--- config.mk ---
export PLATFORM = sky130hd
export DESIGN_NAME = pg_prefix_pipe
export DESIGN_NICKNAME = d
export VERILOG_FILES = /design/src/rtl/pg_prefix_pipe.sv
export SDC_FILE = /design/constraint.sdc
export NUM_CORES = 1
export LEC_CHECK = 0
export CORE_ASPECT_RATIO = 1.5
export CORE_MARGIN = 1.5
export CORE_UTILIZATION = 35
export CTS_CLUSTER_DIAMETER = 120
export DETAILED_ROUTE_END_ITERATION = 10
export HOLD_SLACK_MARGIN = 0.08
export REMOVE_ABC_BUFFERS = 1
export SLEW_MARGIN = 5
export SYNTH_ARGS = -nofsm -noshare
export SYNTH_HDL_FRONTEND = slang
export SYNTH_SLANG_ARGS = --single-unit
--- constraint.sdc ---
create_clock -name clk -period 3.5 [get_ports clk]
set_input_delay 0.525 -clock clk [delete_from_list [all_inputs] [get_ports clk]]
set_output_delay 0.525 -clock clk [all_outputs]
set_load 0.05 [all_outputs]
--- src/rtl/pg_prefix_pipe.sv ---
// rtl/pg_prefix_pipe.sv - pipelined Kogge-Stone propagate/carry generator
// Optional build macro PG_PREFIX_PIPE_MID_EN adds a register after prefix
// level floor(log2(WIDTH)/2), raising latency from 2 to 3 cycles.
module pg_prefix_pipe #(
  parameter int WIDTH = 16
) (
  input  logic             clk,
  input  logic             rst_n,
  input  logic             in_valid,
  output logic             in_ready,
  input  logic [WIDTH-1:0] a,
  input  logic [WIDTH-1:0] b,
  input  logic             cin,
  output logic             out_valid,
  input  logic             out_ready,
  output logic [WIDTH-1:0] p,
  output logic [WIDTH-1:0] c,
  output logic             cout
);

  localparam int LEVELS = $clog2(WIDTH);
  // Split point of the prefix tree; used in both builds so results match.
  localparam int MID    = LEVELS / 2;

  // Stage 1: per-bit propagate/generate and carry-in of the accepted beat.
  logic             s1_valid_q, s1_valid_d;
  logic [WIDTH-1:0] s1_p_q;
  logic [WIDTH-1:0] s1_g_q;
  logic             s1_cin_q;

  // Output stage.
  logic             s2_valid_q, s2_valid_d;
  logic [WIDTH-1:0] out_p_q, out_p_d;
  logic [WIDTH-1:0] out_c_q, out_c_d;
  logic             out_cout_q, out_cout_d;

  // Prefix tree halves.
  logic [WIDTH-1:0] front_g, front_p;
  logic [WIDTH-1:0] back_src_g, back_src_p, back_op_p;
  logic             back_cin;
  logic             back_src_valid;
  logic [WIDTH-1:0] back_g, back_p;
  logic [WIDTH-1:0] carry_vec;

  // Handshake: a stage loads when empty or when its contents move on.
  logic load_out;
  logic load_s1;

  assign load_out = !s2_valid_q || out_ready;

`ifdef PG_PREFIX_PIPE_MID_EN
  logic             mid_valid_q, mid_valid_d;
  logic [WIDTH-1:0] mid_g_q, mid_pg_q, mid_p_q;
  logic             mid_cin_q;
  logic             load_mid;

  assign load_mid       = !mid_valid_q || load_out;
  assign load_s1        = !s1_valid_q || load_mid;
  assign back_src_g     = mid_g_q;
  assign back_src_p     = mid_pg_q;
  assign back_op_p      = mid_p_q;
  assign back_cin       = mid_cin_q;
  assign back_src_valid = mid_valid_q;

  // Mid register valid flag follows stage 1 whenever it may load.
  always_comb begin
    mid_valid_d = mid_valid_q;
    if (load_mid) begin
      mid_valid_d = s1_valid_q;
    end
  end

  // Mid register captures the partially reduced (G,P) tree.
  always_ff @(posedge clk or negedge rst_n) begin
    if (!rst_n) begin
      mid_valid_q <= 1'b0;
      mid_g_q     <= '0;
      mid_pg_q    <= '0;
      mid_p_q     <= '0;
      mid_cin_q   <= 1'b0;
    end else begin
      mid_valid_q <= mid_valid_d;
      if (load_mid && s1_valid_q) begin
        mid_g_q   <= front_g;
        mid_pg_q  <= front_p;
        mid_p_q   <= s1_p_q;
        mid_cin_q <= s1_cin_q;
      end
    end
  end
`else
  assign load_s1        = !s1_valid_q || load_out;
  assign back_src_g     = front_g;
  assign back_src_p     = front_p;
  assign back_op_p      = s1_p_q;
  assign back_cin       = s1_cin_q;
  assign back_src_valid = s1_valid_q;
`endif

  // in_ready depends only on registered flags and out_ready.
  assign in_ready = load_s1;

  // Stage 1 valid flag next state.
  always_comb begin
    s1_valid_d = s1_valid_q;
    if (load_s1) begin
      s1_valid_d = in_valid;
    end
  end

  // Stage 1 registers; data only captured on an actual transfer.
  always_ff @(posedge clk or negedge rst_n) begin
    if (!rst_n) begin
      s1_valid_q <= 1'b0;
      s1_p_q     <= '0;
      s1_g_q     <= '0;
      s1_cin_q   <= 1'b0;
    end else begin
      s1_valid_q <= s1_valid_d;
      if (in_valid && load_s1) begin
        s1_p_q   <= a ^ b;
        s1_g_q   <= a & b;
        s1_cin_q <= cin;
      end
    end
  end

  // Prefix levels 0..MID-1: span doubles per level; low bits keep their P.
  always_comb begin
    front_g = s1_g_q;
    front_p = s1_p_q;
    for (int l = 0; l < MID; l++) begin
      front_g = front_g | (front_p & (front_g << (1 << l)));
      front_p = front_p & ((front_p << (1 << l)) | ~({WIDTH{1'b1}} << (1 << l)));
    end
  end

  // Prefix levels MID..LEVELS-1 finish the group (G,P) over [i:0].
  always_comb begin
    back_g = back_src_g;
    back_p = back_src_p;
    for (int l = MID; l < LEVELS; l++) begin
      back_g = back_g | (back_p & (back_g << (1 << l)));
      back_p = back_p & ((back_p << (1 << l)) | ~({WIDTH{1'b1}} << (1 << l)));
    end
  end

  // Carry into bit i+1 is G[i:0] | P[i:0]&cin; bit 0 takes cin directly.
  always_comb begin
    carry_vec  = back_g | (back_p & {WIDTH{back_cin}});
    out_p_d    = back_op_p;
    out_c_d    = {carry_vec[WIDTH-2:0], back_cin};
    out_cout_d = carry_vec[WIDTH-1];
    s2_valid_d = s2_valid_q;
    if (load_out) begin
      s2_valid_d = back_src_valid;
    end
  end

  // Output stage registers; hold last data while empty or stalled.
  always_ff @(posedge clk or negedge rst_n) begin
    if (!rst_n) begin
      s2_valid_q <= 1'b0;
      out_p_q    <= '0;
      out_c_q    <= '0;
      out_cout_q <= 1'b0;
    end else begin
      s2_valid_q <= s2_valid_d;
      if (load_out && back_src_valid) begin
        out_p_q    <= out_p_d;
        out_c_q    <= out_c_d;
        out_cout_q <= out_cout_d;
      end
    end
  end

  assign out_valid = s2_valid_q;
  assign p         = out_p_q;
  assign c         = out_c_q;
  assign cout      = out_cout_q;

endmodule

### Word level (Yosys, flattened, before mapping)

Cells that the tools add are included.

* bits in read-only memories: 0
* word-level logic and storage cells: 30
* memories: 0
* bits in writable memories: 0
* bits in registers: 68
* bits in latches: 0
* bits of input ports: 37

* order comparisons: 0
* add/sub/neg operators: 0
* mux-type cells: 0
* equal/unequal tests: 0
* divide/modulo/power cells: 0
* $mul: 0
* reductions and logical operators: 6
* bitwise operators: 16
* shifts and indexed selects: 0

Operators with widths (count)
* AND 16 bit: 10
* bitwise OR 16 bit: 5
* XOR 16 bit: 1
* logical AND 1 bit: 2
* logical NOT 1 bit: 2
* logical OR 1 bit: 2

### Logic depth before layout (Yosys ltp)

Gate-level depths: netlist (run 1).

* word-level depth: 9
* depth in mapped cells: 6
* mapped depth without buffers: 5

### Worst setup path after synthesis (run 1)

OpenSTA, ideal clock, no wires.

* kind: register to register
* start point: register s2_valid_q (netlist: out_valid)
* end point: register s1_p_q[0] (netlist: back_op_p[0])
* slack: 1.270 ns
* data arrival time: 2.105 ns
* stages on the path, launching flop included: 5
* required time: 3.375 ns
* path buffers: 1
* clock period less this slack: 2.230 ns
* library setup time: 0.125 ns
* cells stage by stage: dfrtp_1 > nand3b_1 > nand2_1 > buf_2 > mux2_2

* word-level cells in the longest chain between the ends: 4

Ends and longest elaborated chain
* from (decl): RTL line 32 `logic s2_valid_q, s2_valid_d;`
* from (signal assigned): RTL line 168 `s2_valid_q <= s2_valid_d;`
* logical NOT 1 bit: RTL line 49 `assign load_out = !s2_valid_q || out_ready;`
* logical OR 1 bit: RTL line 49
* logical OR 1 bit: RTL line 92 `assign load_s1 = !s1_valid_q || load_out;`
* via in_ready: RTL line 10 `output logic in_ready,`
* logical AND 1 bit: RTL line 120 `if (in_valid && load_s1) begin`
* to (signal assigned): RTL line 121 `s1_p_q <= a ^ b;`
* to (decl): RTL line 27 `logic [WIDTH-1:0] s1_p_q;`

The timed path passes the listed nets, and every way through them passes these cells.
A chain may end at the register's enable or synchronous reset.

### Final worst setup path (run 1)

* start point: input port out_ready
* end point: output port in_ready

* word-level cells in the longest chain between the ends: 2

Ends and longest elaborated chain
* from (decl): RTL line 15 `input logic out_ready,`
* logical OR 1 bit: RTL line 49
* logical OR 1 bit: RTL line 92
* to (decl): RTL line 10

No other way between the ends.

==> results.json, run 1 <==
{
  "setup.worst_path.start": "out_ready",
  "cp-endpoint": "in_ready",
  "peakVddDrop_v": 0.000344,
  "synth_cell_types": 30,
  "core_um2": 8460,
  "cts_root_buf": "clkbuf_16",
  "layout_commonest_cell": "nand2_1",
  "r2r-end": "c[15]$_DFFE_PN0P_",
  "syn_area_per_cell_um2": 10.8,
  "synth_top_area_cell": "dfrtp_1",
  "rrSetupSlack_ps": 1800,
  "cts.sinks": 68,
  "antenna_cells": 0,
  "clk_latency_ps": 320,
  "critical_path_class": "in -> out",
  "clk_pin_slew_worst_paths_ps": 50,
  "rr_worst_depth": 5,
  "ys_ff_latch": 68,
  "finalWirelength_mm": 6.69,
  "post_cts.repair.setup_buffers": 0,
  "rsz0062_at_grt": "no",
  "yosys.area.top_type_share_pct": 55.2,
  "fin_tns_setup_ps": 0,
  "antenna_found_initial": 0,
  "die-area_um2": 9380,
  "via_count": 2339,
  "dp_hpwl_mm": 4.78,
  "yosysWarnings": 0,
  "final_layout_size_suffix_gt1_share_pct": 15.5,
  "nFillCells": 820,
  "cts_buffers": 9,
  "yosys-top-cells-area": "dfrtp_1, mux2_2, nand2_1, ha_1, a21oi_1",
  "drv_slew": 0,
  "max_freq_mhz": 403,
  "rows": 41,
  "clock_path_buffers": 2,
  "cts_resized": 0,
  "gr-total-overflow": 0,
  "async_reset_ff_share_pct": 100,
  "synth_top_flop_cell": "dfrtp_1",
  "period_needed_ps": 2480,
  "setup_violations": 0,
  "syn_area_um2": 3080,
  "cp_max_fo": 3,
  "ys_seq_area_share_pct": 55.2,
  "synth_edf_count": 0,
  "wl_per_cell_um": 14.1,
  "p_leak_nw": 1.94,
  "vias_per_cell": 4.93,
  "clock_skew_ps": 6.08,
  "cp.required_ps": 2970,
  "drt_iter0_markers": 107,
  "power_mw": 2.94,
  "pin_count": 72,
  "grt_max_degree": 69,
  "hp-class": "in -> async",
  "crit-reg2reg-launch": "back_cin$_DFFE_PN0P_",
  "slew_headroom_pct": 42.8,
  "drt.antenna.violating_nets": 0,
  "initial_utilization_pct": 36.4,
  "hold_buffers": 0,
  "area_growth_pct": 36.7,
  "cts_htree_levels": 3,
  "cts_tree": "yes",
  "die_y_um": 118,
  "min_period_over_period_pct": 70.8,
  "end_kind": "primary output",
  "drc": 0,
  "grt_pass1_wl_mm": 11.1,
  "grtUsageTotal_pct": 15.4,
  "mostFrequentLayoutCells": "nand2_1, clkdlybuf4s50_1, dfrtp_1",
  "finalHoldViolations": 0,
  "gp_congestion": 0.795,
  "layout.nets": 416,
  "cp.arrival_ps": 1950,
  "status": "completed",
  "cap_violations": 0,
  "grt_pass1_vias": 2304,
  "p_per_area_nw_per_um2": 699,
  "die_x_um": 79.6,
  "dr.pass1.iters": 4,
  "tightest_slew_ps": 859,
  "port_buffers": 71,
  "syn-instance-count": 286,
  "cp-start-kind": "primary input",
  "final_util_pct": 49.8
}
worst max-delay path, cell delays in order:
cell	delay, ps
clkdlybuf4s50_1	470
nand3b_1	140
clkdlybuf4s50_1	810
layout make-up:
class                   instances  area (um2)  area share, %
well taps                     107         134           3.18
repair buffers                 77         751           17.8
flip-flops and latches         68        1700           40.4
multi-input cells             205        1330           31.5
clock inverters                 4        50.0           1.19
clock buffers                  11         243           5.76
inverters                       2        7.51          0.178
registers in the layout (all words and copies together) (netlist names):
register and flops:
back_op_p 16, c 16, p 16, s1_g_q 16
back_cin 1, back_src_valid 1, cout 1, out_valid 1
cell usage after synthesis, types with 2 or more instances:
master / number
a21o_1: 5
a21oi_1: 14
a31oi_1: 3
and2_1: 2
buf_2: 4
clkbuf_1: 7
dfrtp_1: 68
ha_1: 16
inv_1: 2
mux2_2: 33
nand2_1: 78
nand2b_1: 5
nand3_1: 6
nand4_1: 3
nor2_1: 10
nor3_1: 3
o211a_1: 2
o21ai_0: 13
logic make-up (layout without fill, tap and decap cells):
family / after synthesis / after routing / share of synthesized area (%)
AO/OA/AOI/OAI: 46 / 46 / 9.42
adder cells (fa/ha/maj): 16 / 16 / 6.50
buffers and inverters: 13 / 94 / 1.75
flip-flops: 68 / 68 / 55.2
multiplexers: 34 / 34 / 12.4
AND/OR/NAND/NOR: 109 / 109 / 14.7
worst min path at each step:
| stage | endpoint | slack [ps] | startpoint | depth (start not counted) |
|---|---|---|---|---|
| final | back_op_p[4]$_DFFE_PN0P_ | 390 | rst_n | 2 |
| after global routing | p[4]$_DFFE_PN0P_ | 480 | rst_n | 2 |
| after CTS | p[4]$_DFFE_PN0P_ | 440 | rst_n | 2 |
| after detailed placement | c[9]$_DFFE_PN0P_ | 460 | c[9]$_DFFE_PN0P_ | 2 |
| after global placement | p[10]$_DFFE_PN0P_ | 460 | p[10]$_DFFE_PN0P_ | 2 |
| after floorplan | back_cin$_DFFE_PN0P_ | 230 | rst_n | 0 |
power by group:
part           internal, mW  switching (mW)  leakage (nW)  total (mW)
clock network         0.565           0.317         0.138       0.882
logic                 0.364           0.602         0.970       0.966
registers             0.952           0.144         0.829        1.10
stage by stage:
| stage | setup WS [ps] | instance area [um2] | cells | hold slack [ps] |
|---|---|---|---|---|
| after floorplan | 858 | 3030 | 275 | 229 |
| after global placement | 1040 | 3920 | 459 | 458 |
| after detailed placement | 1020 | 3920 | 459 | 465 |
| after CTS | 1010 | 4210 | 474 | 437 |
| after global routing | 977 | 4210 | 474 | 480 |
| final | 1020 | 4210 | 474 | 391 |
routing by layer:
metal	routed length, um	vias up	GRT usage, %	share of wire (%)
li1	-	1146	-	-
met5	0	-	0	0
met4	144	0	7.02	2.2
met3	274	12	3.72	4.1
met1	2770	1128	18.3	41
met2	3500	53	25.8	52
No activity file was read; power rests on OpenSTA's default activity.
==> inputs of run 2 (changes only) <==
clock period = 2.4 ns   (was 3.5 ns; I/O delays follow)
==> results.json, run 2 (synthesis results as in run 1) <==
{
  "grt_pass1_wl_mm": 11.7,
  "rows": 41,
  "pin_count": 72,
  "cts_buffers": 9,
  "drt_iter0_markers": 142,
  "cp.required_ps": 2040,
  "grt_pass1_vias": 2393,
  "slowest_delay_ps": 820,
  "post_cts.repair.setup_buffers": 0,
  "path_cells": "clkdlybuf4s50_1",
  "cts_resized": 0,
  "cts.sinks": 68,
  "critPathTopFamily": "buffers and inverters",
  "antenna_cells": 0,
  "period_needed_ps": 1880,
  "end_kind": "primary output",
  "dp_hpwl_mm": 4.79,
  "p_leak_nw": 1.99,
  "rsz0062_at_grt": "no",
  "cts_htree_levels": 3,
  "min_period_over_period_pct": 78.3,
  "hp-class": "reg -> reg",
  "port_buffers": 71,
  "drt.antenna.violating_nets": 0,
  "cts_tree": "yes",
  "clk_pin_slew_worst_paths_ps": 50,
  "clock_path_buffers": 2,
  "dr.pass1.iters": 4,
  "mostFrequentLayoutCells": "nand2_1, clkdlybuf4s50_1, dfrtp_1",
  "die-area_um2": 9380,
  "hold_buffers": 1,
  "grtUsageTotal_pct": 16.0,
  "cap_violations": 0,
  "register_area_um2": 1700,
  "cts_root_buf": "clkbuf_16",
  "finalWirelength_mm": 6.83,
  "cp_max_fo": 2,
  "wl_per_cell_um": 14.3,
  "antenna_found_initial": 0,
  "cp.arrival_ps": 1520,
  "hold_ws_ps": 473,
  "initial_utilization_pct": 36.4,
  "gr-total-overflow": 0,
  "nFillCells": 808,
  "multi_input_area_um2": 1330,
  "die_y_um": 118,
  "core_um2": 8460,
  "layout_commonest_cell": "nand2_1",
  "peakVddDrop_v": 0.000552,
  "gp_congestion": 0.753,
  "drv_slew": 0,
  "clock_skew_ps": 3.25,
  "max_freq_mhz": 532,
  "setup_violations": 0,
  "critical_path_class": "reg -> out",
  "vias_per_cell": 4.93,
  "status": "completed",
  "slew_headroom_pct": 58.1,
  "worst-path-buf-inv": 1,
  "grt_max_degree": 43,
  "via_count": 2348,
  "slowest_stage": "clkdlybuf4s50_1",
  "layout.nets": 417,
  "area_growth_pct": 39.7,
  "drc": 0,
  "finalHoldViolations": 0,
  "placedInstanceArea_um2": 3940,
  "final_util_pct": 50.8,
  "p_per_area_nw_per_um2": 1060,
  "cp-start-kind": "register",
  "fin_tns_setup_ps": 0,
  "final_layout_size_suffix_gt1_share_pct": 16.0,
  "clk_latency_ps": 320,
  "design_area_um2": 4300,
  "die_x_um": 79.6,
  "tightest_slew_ps": 628
}
run 2: power breakdown:
group          switching, mW  internal, mW
logic                  0.882         0.537
clock network          0.466          1.07
registers              0.215          1.39
run 2: worst register-to-register path: stages (launching register included):
cell      delay [ps]
dfrtp_1          390
a21o_1           250
a311oi_1         380
nor3_1           150
a31oi_1          290
a21oi_1          100
run 2: worst paths after layout:
kind | start | end | slack (ps) | cells past startpoint
worst max-delay path | c[12]$_DFFE_PN0P_ | c[12] | 520 | 1
worst min-delay path | p[11]$_DFFE_PN0P_ | p[11]$_DFFE_PN0P_ | 470 | 2
worst max register to register | back_cin$_DFFE_PN0P_ | c[15]$_DFFE_PN0P_ | 700 | 5
worst min register to register | p[11]$_DFFE_PN0P_ | p[11]$_DFFE_PN0P_ | 470 | 2
max in group asynchronous | rst_n | c[12]$_DFFE_PN0P_ | 1160 | 3
min in group asynchronous | rst_n | back_op_p[4]$_DFFE_PN0P_ | 590 | 2
run 2: layer usage:
metal  routed length, um  vias up  GRT usage [%]
met5                   0        -              0
met4                  92        0           5.26
met3                 239        6           3.18
met2                3470       47           25.9
met1                3030     1148           21.1
li1                    -     1147              -
run 2: cell type report:
cell class	count	share of cell area, %
clock buffers	12	5.96
clock inverters	4	2.21
inverters	2	0.174
multi-input cells	205	30.8
flip-flops and latches	68	39.5
well taps	107	3.11
repair buffers	78	18.2
run 2: metrics by stage:
stage	instances	power, mW	setup slack, ps
after global placement	459	3.03	519
after CTS	476	4.62	511
final	476	4.56	520
after floorplan	275	2.49	-242
after global routing	476	4.78	478
after detailed placement	459	3.05	458
==> inputs of run 3 (changes only) <==
clock period = 1.7 ns   (was 2.4 ns; I/O delays follow)
==> results.json, run 3 (synthesis results as in run 1) <==
{
  "status": "completed",
  "cts.sinks": 68,
  "layout_setup_ws_ps": 63.6,
  "die_y_um": 118,
  "antenna_found_initial": 0,
  "drv_slew": 0,
  "cp-start-kind": "register",
  "dp_worst_setup_slack_ps": -31.0,
  "end_kind": "register",
  "gp_congestion": 0.796,
  "die_x_um": 79.6,
  "cp.required_ps": 1900,
  "area_growth_pct": 39.3,
  "grt_pass1_wl_mm": 11.6,
  "p_leak_nw": 2.07,
  "via_count": 2393,
  "drt.antenna.violating_nets": 0,
  "p_per_area_nw_per_um2": 1420,
  "cp.arrival_ps": 1840,
  "wl_per_cell_um": 14.1,
  "slew_headroom_pct": 69.7,
  "cap_violations": 0,
  "final_layout_size_suffix_gt1_share_pct": 27.7,
  "clock_skew_ps": 7.53,
  "critical_path_class": "reg -> reg",
  "grtUsageTotal_pct": 16.1,
  "layout.nets": 431,
  "power_mw": 6.09,
  "fin_tns_setup_ps": 0,
  "grt_max_degree": 69,
  "setup_violations": 0,
  "dp_hpwl_mm": 5.02,
  "rsz0062_at_grt": "yes",
  "vias_per_cell": 4.89,
  "max_freq_mhz": 611,
  "min_period_over_period_pct": 96.3,
  "finalHoldViolations": 0,
  "drc": 0,
  "antenna_cells": 0,
  "peakVddDrop_v": 0.000645,
  "cts_buffers": 9,
  "cts_root_buf": "clkbuf_16",
  "hp-class": "in -> async",
  "clk_pin_slew_worst_paths_ps": 50,
  "mostFrequentLayoutCells": "nand2_1, dfrtp_1, buf_4",
  "pin_count": 72,
  "rows": 41,
  "layout_commonest_cell": "nand2_1",
  "drt_iter0_markers": 116,
  "port_buffers": 71,
  "initial_utilization_pct": 36.4,
  "finalWirelength_mm": 6.92,
  "gr-total-overflow": 0,
  "hold_ws_ps": 468,
  "dr.pass1.iters": 4,
  "cts_tree": "yes",
  "path_cells": "a21o_1, a311oi_1, nor3_1, a31oi_2, a21oi_1",
  "grt_pass1_vias": 2418,
  "cts_htree_levels": 3,
  "slowest_delay_ps": 410,
  "die-area_um2": 9380,
  "cp_max_fo": 4,
  "clk_latency_ps": 330,
  "core_um2": 8460,
  "tightest_slew_ps": 451,
  "slowest_stage": "dfrtp_1",
  "period_needed_ps": 1640,
  "clock_path_buffers": 2
}
## run 3: cell types whose count changed in the layout (fill, tap and decap cells not counted)
cell / before / now
a21oi_1: 14 / 13
bufinv_16: 3 / 1
clkbuf_1: 1 / 3
clkbuf_8: 2 / 1
buf_4: 5 / 52
a221oi_4: 0 / 1
a31oi_2: 0 / 1
clkdlybuf4s50_1: 69 / 35
a21oi_2: 0 / 1
a31oi_1: 3 / 2
buf_12: 2 / 3
a221oi_2: 1 / 0
## run 3: layout make-up
type,count,area [um2]
fill,821,4170
sequential,68,1700
multi-input combinational,205,1350
timing repair buffer,92,816
clock buffer,13,250
tap,107,134
clock inverter,2,35.0
inverter,2,7.51
## run 3: final timing paths
kind / depth (start not counted) / from / end / slack, ps
worst max-delay path: 5 / back_op_p[2]$_DFFE_PN0P_ / c[15]$_DFFE_PN0P_ / 60
worst max register to register: 5 / back_op_p[2]$_DFFE_PN0P_ / c[15]$_DFFE_PN0P_ / 60
min in group clk: 2 / p[4]$_DFFE_PN0P_ / p[4]$_DFFE_PN0P_ / 470
worst min-delay path: 3 / rst_n / p[4]$_DFFE_PN0P_ / 470
worst min register to register: 2 / p[4]$_DFFE_PN0P_ / p[4]$_DFFE_PN0P_ / 470
max in group asynchronous: 3 / rst_n / p[13]$_DFFE_PN0P_ / 920
## run 3: power by group
group	switching, mW	internal (mW)
sequential	0.276	1.96
combinational	1.30	0.757
clock	0.634	1.17
total	2.21	3.88
## run 3: through the flow
stage                     instances  utilization, %  area [um2]
after floorplan                 275               -        3030
after global placement          473            46.9        3970
after detailed placement        473            46.9        3970
after CTS                       489            50.4        4270
after global routing            489            50.7        4290
final                           489            50.7        4290
## run 3: metal layers
layer / GRT usage, % / vias up / share of wire [%]
li1: - / 1174 / -
met1: 20.0 / 1146 / 42
met2: 26.0 / 64 / 52
met3: 4.34 / 9 / 4.6
met4: 6.58 / 0 / 1.7
met5: 0 / - / 0
## run 3: worst max-delay path: cells and delay by family, from the launching register on
| kind | cells | cell delay, ps |
|---|---|---|
| DFF | 1 | 410 |
| AOI/OAI and AO/OA | 4 | 940 |
| and+or+nand+nor | 1 | 160 |
## run 3: repair_timing
action,CTS,global route
setup endpoints to repair,0,6
buffers inserted,0,0
hold endpoints to repair,68,0
hold buffers,1,0
gates resized for setup,0,3
==> variant 1 (config.mk and constraints of run 3) <==
Change the parameter `WIDTH` from 16 to 32.
--- a/src/rtl/pg_prefix_pipe.sv
+++ b/src/rtl/pg_prefix_pipe.sv
@@ -2,7 +2,7 @@
 // Optional build macro PG_PREFIX_PIPE_MID_EN adds a register after prefix
 // level floor(log2(WIDTH)/2), raising latency from 2 to 3 cycles.
 module pg_prefix_pipe #(
-  parameter int WIDTH = 16
+  parameter int WIDTH = 32
 ) (
   input  logic             clk,
   input  logic             rst_n,
Ports: changed (resized a, b, c and p); port bits go from 72 to 136. The function was not compared with the original's and may differ.
==> variant 1 against run 3 <==
  * Count of clock-buffer cells in the layout increased by 6
  * Global-route usage increased by 3.6 points
  * Final area increased by 120%
  * Power increased by 120%
  * Routed wire length increased to 2.6 times the old value
  * Sequential cell count increased by 64
  * Critical path type unchanged
  * Worst setup slack got worse by 260 ps
  * The run now ends with negative setup slack left
  * Synthesized area increased by 110%
==> variant 1: results (changes against run 3) <==
stage	metric	value	unit	change
layout	diodes	0		unchanged
cts	root_buffer	clkbuf_16		unchanged
timing	setup_tns	-1950	ps	was 0 ps
power	power_switching	5.08	mW	was 2.21 mW
cts	cts.clk_slew.worst_paths	60	ps	
routing	via_per_inst	5.06		was 4.89
yosys	ys_top_cells_by_count	nand2_1, dfrtp_1, mux2_2		unchanged
timing	slew_headroom	0.632		was 0.697
global_routing	grt_use_met2	0.361		was 0.260
placed_design	globalplace.congestion	0.830		was 0.796
run_status	violations	negative setup slack		
cts	htree_levels	4		was 3
timing	setup_slack	-194	ps	was 63.6 ps
routing	drt_iter0_drc	195		was 116
layout	nets	928		was 431
placed_design	placed_area	0.00839	sq mm	was 0.00397 sq mm
routing	firstDrtPassIters	4		unchanged
min_path	hold_class	in -> async		unchanged
yosys	async_reset_ff_frac	1.00		unchanged
cts	numCtsBuffers	17		was 9
critical_path	crit_family	simple AND/OR/NAND/NOR gates		was compound AO/OA/AOI/OAI gates
routing	drc_errors	0		unchanged
global_routing	grt.total_usage	0.197		was 0.161
critical_path	arrival	2230	ps	was 1840 ps
global_routing	met3_usage	0.0376		was 0.0434
timing	setup_viol	22		was 0
routing	wl_per_cell	17.1	um	was 14.1 um
global_routing	grt_max_degree	52		was 69
global_routing	grt_pass1_wl	28800	um	was 11600 um
placed_design	dp_hpwl	13500	um	was 5020 um
global_routing	grt_pass1_vias	5655		was 2418
yosys	synthTopCellsByArea	dfrtp_1, mux2_2, nand2_1, ha_1, a21oi_1		unchanged
global_routing	grt-ovfl-total	0		unchanged
global_routing	antenna_found_initial	0		unchanged
placed_design	port-buffer-count	135		was 71
yosys	ys_seq_area_frac	0.522		was 0.552
cts	clock_path_buffers	2		unchanged
run_status	outcome	finished with violations		was completed
power	max-vdd-ir-drop	0.736	mV	was 0.645 mV
yosys	yosysWarnings	0		unchanged
global_routing	grtUsageMet1	0.219		was 0.200
yosys	postSynthCellCount	601		was 286
placed_design	pre_cts_ws	-359	ps	was -31.0 ps
routing	via_count	5347		was 2393
cts	clk_latency	420	ps	was 330 ps
power	power.leakage	4.53	nW	was 2.07 nW
placed_design	dp.cells	1011		was 473
die	core-area	0.0178	sq mm	was 0.00846 sq mm
timing	fin_worst_skew	5.90	ps	was 7.53 ps
critical_path	critPathMaxFanout	4		unchanged
yosys	ys_types	53		was 30
critical_path	cp_slowest_cell	or4b_4		was dfrtp_1
critical_path	cp_slowest_stage_delay	530	ps	was 410 ps
yosys	synthFlopType	dfrtp_1		unchanged
layout	drive_gt1_frac	0.375		was 0.277
variant 1: cell types whose count changed after synthesis, sizes merged, moves of 12 or more:
cell / change
a21oi: +21
o21ai: +15
clkbuf: +12
nand2: +65
mux2: +33
dfrtp: +64
ha: +16
nor2: +17
variant 1: layout make-up:
class                      count  area, sq um
multi-input combinational    435         3130
clock inverter                13          205
fill                        1553         8330
tap                          217          272
clock buffer                  19          453
inverter                       6         22.5
sequential                   132         3310
timing repair buffer         235         2070
variant 1: power by group through the flow:
stage / registers, mW / clock network [mW] / logic, mW
after CTS: 4.39 / 4.16 / 4.99
final: 4.39 / 4.10 / 5.10
after global placement: 4.39 / 0 / 4.78
after global routing: 4.48 / 4.28 / 5.43
after floorplan: 5.85 / 0 / 1.26
after detailed placement: 4.42 / 0 / 4.81
variant 1: cells by family (layout without fill, tap and decap cells):
kind of cell    count (synthesis)  in the layout  synth area share
fa+ha+maj                      32             32            0.0633
flops                         132            132             0.522
compound gates                122            122             0.121
buf+inv                        34            273            0.0263
mux                            70             70             0.124
simple gates                  211            211             0.144
variant 1: per-layer routing:
layer	part of all wire	vias up
li1	-	2567
met1	0.40	2619
met2	0.54	126
met3	0.035	35
met4	0.023	0
met5	0	-
variant 1: path summary, 6_finish.rpt:
kind,slack [ps],cells past startpoint,end,startpoint
worst max-delay path,-190,8,c[29],back_cin
worst min-delay path,320,2,back_src_valid,rst_n
worst max register to register,-190,8,c[29],back_cin
worst min register to register,470,2,p[29],p[29]
max in group asynchronous,750,3,c[8],rst_n
min in group clk,450,2,back_src_valid,in_valid
variant 1: per-stage QoR:
| step | util | power, mW |
|---|---|---|
| 3_5_place_dp | 0.472 | 9.23 |
| 2_1_floorplan | - | 7.11 |
| 4_1_cts | 0.521 | 13.5 |
| 3_3_place_gp | 0.472 | 9.17 |
| 5_1_grt | 0.532 | 14.2 |
| 6_report | 0.532 | 13.6 |
variant 1: timing repair:
action,CTS,global route
gates resized for setup,38,25
endpoints found under the setup margin,25,25
endpoints found under the hold margin,38,0
pin swaps,19,18
hold buffers,1,0
buffers inserted,8,12
==> variant 2 (settings of run 3) <==
Without the edit above. Add a define of `PG_PREFIX_PIPE_MID_EN`.
--- a/src/rtl/pg_prefix_pipe.sv
+++ b/src/rtl/pg_prefix_pipe.sv
@@ -1,6 +1,8 @@
 // rtl/pg_prefix_pipe.sv - pipelined Kogge-Stone propagate/carry generator
 // Optional build macro PG_PREFIX_PIPE_MID_EN adds a register after prefix
 // level floor(log2(WIDTH)/2), raising latency from 2 to 3 cycles.
+`define PG_PREFIX_PIPE_MID_EN
+
 module pg_prefix_pipe #(
   parameter int WIDTH = 16
 ) (
Behaviour: not the same (Yosys sat finds a counterexample within 4 cycles, from zero or initial values and one cycle with rst_n low).
==> variant 2 against run 3 <==
  * Power grew 86%
  * Routed wire length grew 56%
  * Core utilization shrank 3.9 points
  * Die area grew 65%
  * Sequential cell count grew 49
  * Synthesized area grew 67%
  * Worst setup slack gained 6.1 ps
  * Final area grew 58%
  * Largest power group unchanged
==> variant 2: results (changes against run 3) <==
stage	metric	value	unit	change
global_routing	grt.total_usage	0.152		was 0.161
power	max-vdd-ir-drop	0.661	mV	was 0.645 mV
routing	wl_per_cell	15.7	um	was 14.1 um
cts	clk_latency	410	ps	was 330 ps
yosys	synthFlopType	dfrtp_1		unchanged
run_status	outcome	completed		unchanged
critical_path	arrival	1380	ps	was 1840 ps
min_path	hold_class	in -> async		unchanged
layout	instances_no_fill	687		was 489
critical_path	critPathMaxFanout	5		was 4
placed_design	globalplace.congestion	0.785		was 0.796
cts	post_cts_resized	0		unchanged
cts	numCtsBuffers	17		was 9
critical_path	cp_slowest_stage_delay	500	ps	was 410 ps
layout	drive_gt1_frac	0.383		was 0.277
critical_path	reg2reg_depth	4		was 5
cts	post_cts_buffers	0		unchanged
cts	clock_path_buffers	2		unchanged
routing	drt_iter0_drc	123		was 116
routing	via_per_inst	4.82		was 4.89
power	power.leakage	3.02	nW	was 2.07 nW
critical_path	cp_slowest_cell	dfrtp_1		unchanged
placed_design	placed_area	0.00614	sq mm	was 0.00397 sq mm
global_routing	grt_pass1_vias	3440		was 2418
global_routing	grt_max_degree	50		was 69
critical_path	ff2ff_setup_slack	150	ps	was 60 ps
yosys	ys_seq_area_frac	0.568		was 0.552
layout	nets	531		was 431
cts	htree_levels	4		was 3
timing	slew_headroom	0.708		was 0.697
yosys	synth_area_per_cell	13.4	sq um	was 10.8 sq um
critical_path	endpoint	in_ready		was c[15]
critical_path	crit_path_start	out_valid		was back_op_p[2]
timing	fin_worst_skew	9.63	ps	was 7.53 ps
global_routing	grt_pass1_wl	17800	um	was 11600 um
## variant 2: cell types whose count changed after synthesis, moves of 5 or more
cell             run 3  this run
a211oi_1             1         6
o21ai_0             13        41
nor2_1              10        16
buf_6                0        10
mux2_4               0         6
a21oi_1             14        26
mux2_2              33        88
a21o_1               5         0
dfrtp_1             68       117
nand3_1              6         0
nand2_1             78        16
## variant 2: critical path, delay by kind of cell, from the launching register on
family,cells,cell delay [ps]
buffers and inverters,2,310
flip-flops,1,500
AND/OR/NAND/NOR,1,160
## variant 2: layout make-up
cell class	count	area [sq um]
clock buffer	25	515
fill	1352	7700
timing repair buffer	89	883
clock inverter	7	92.6
multi-input combinational	248	2080
sequential	117	2930
inverter	5	18.8
tap	196	245
## variant 2: report_power, final
| group | internal, mW | switching (mW) | leakage (nW) |
|---|---|---|---|
| clock network | 2.39 | 1.19 | 0.292 |
| registers | 3.59 | 0.629 | 1.43 |
| logic | 1.44 | 2.10 | 1.29 |
| total | 7.41 | 3.91 | 3.02 |
## variant 2: through the flow
stage | worst slack (ps) | hold WS [ps] | TNS [ps] | utilization
6_report | 69.7 | 333 | 0 | 0.467
5_1_grt | 7.63 | 356 | 0 | 0.467
4_1_cts | 40.0 | 340 | 0 | 0.467
3_5_place_dp | -116 | 233 | -3750 | 0.425
3_3_place_gp | -120 | 228 | -4330 | 0.425
2_1_floorplan | -742 | -40.6 | -56560 | -
## variant 2: cell families after synthesis
family | count (synthesis) | share of synthesized area
fa+ha+maj | 16 | 0.0388
buf+inv | 21 | 0.0306
compound gates | 89 | 0.100
flops | 117 | 0.568
simple gates | 46 | 0.0476
mux | 97 | 0.215
## variant 2: metal layers
layer	share of wire	global-route usage
met3	0.028	0.0339
met5	0	0
met2	0.55	0.270
met1	0.41	0.178
met4	0.015	0.0575
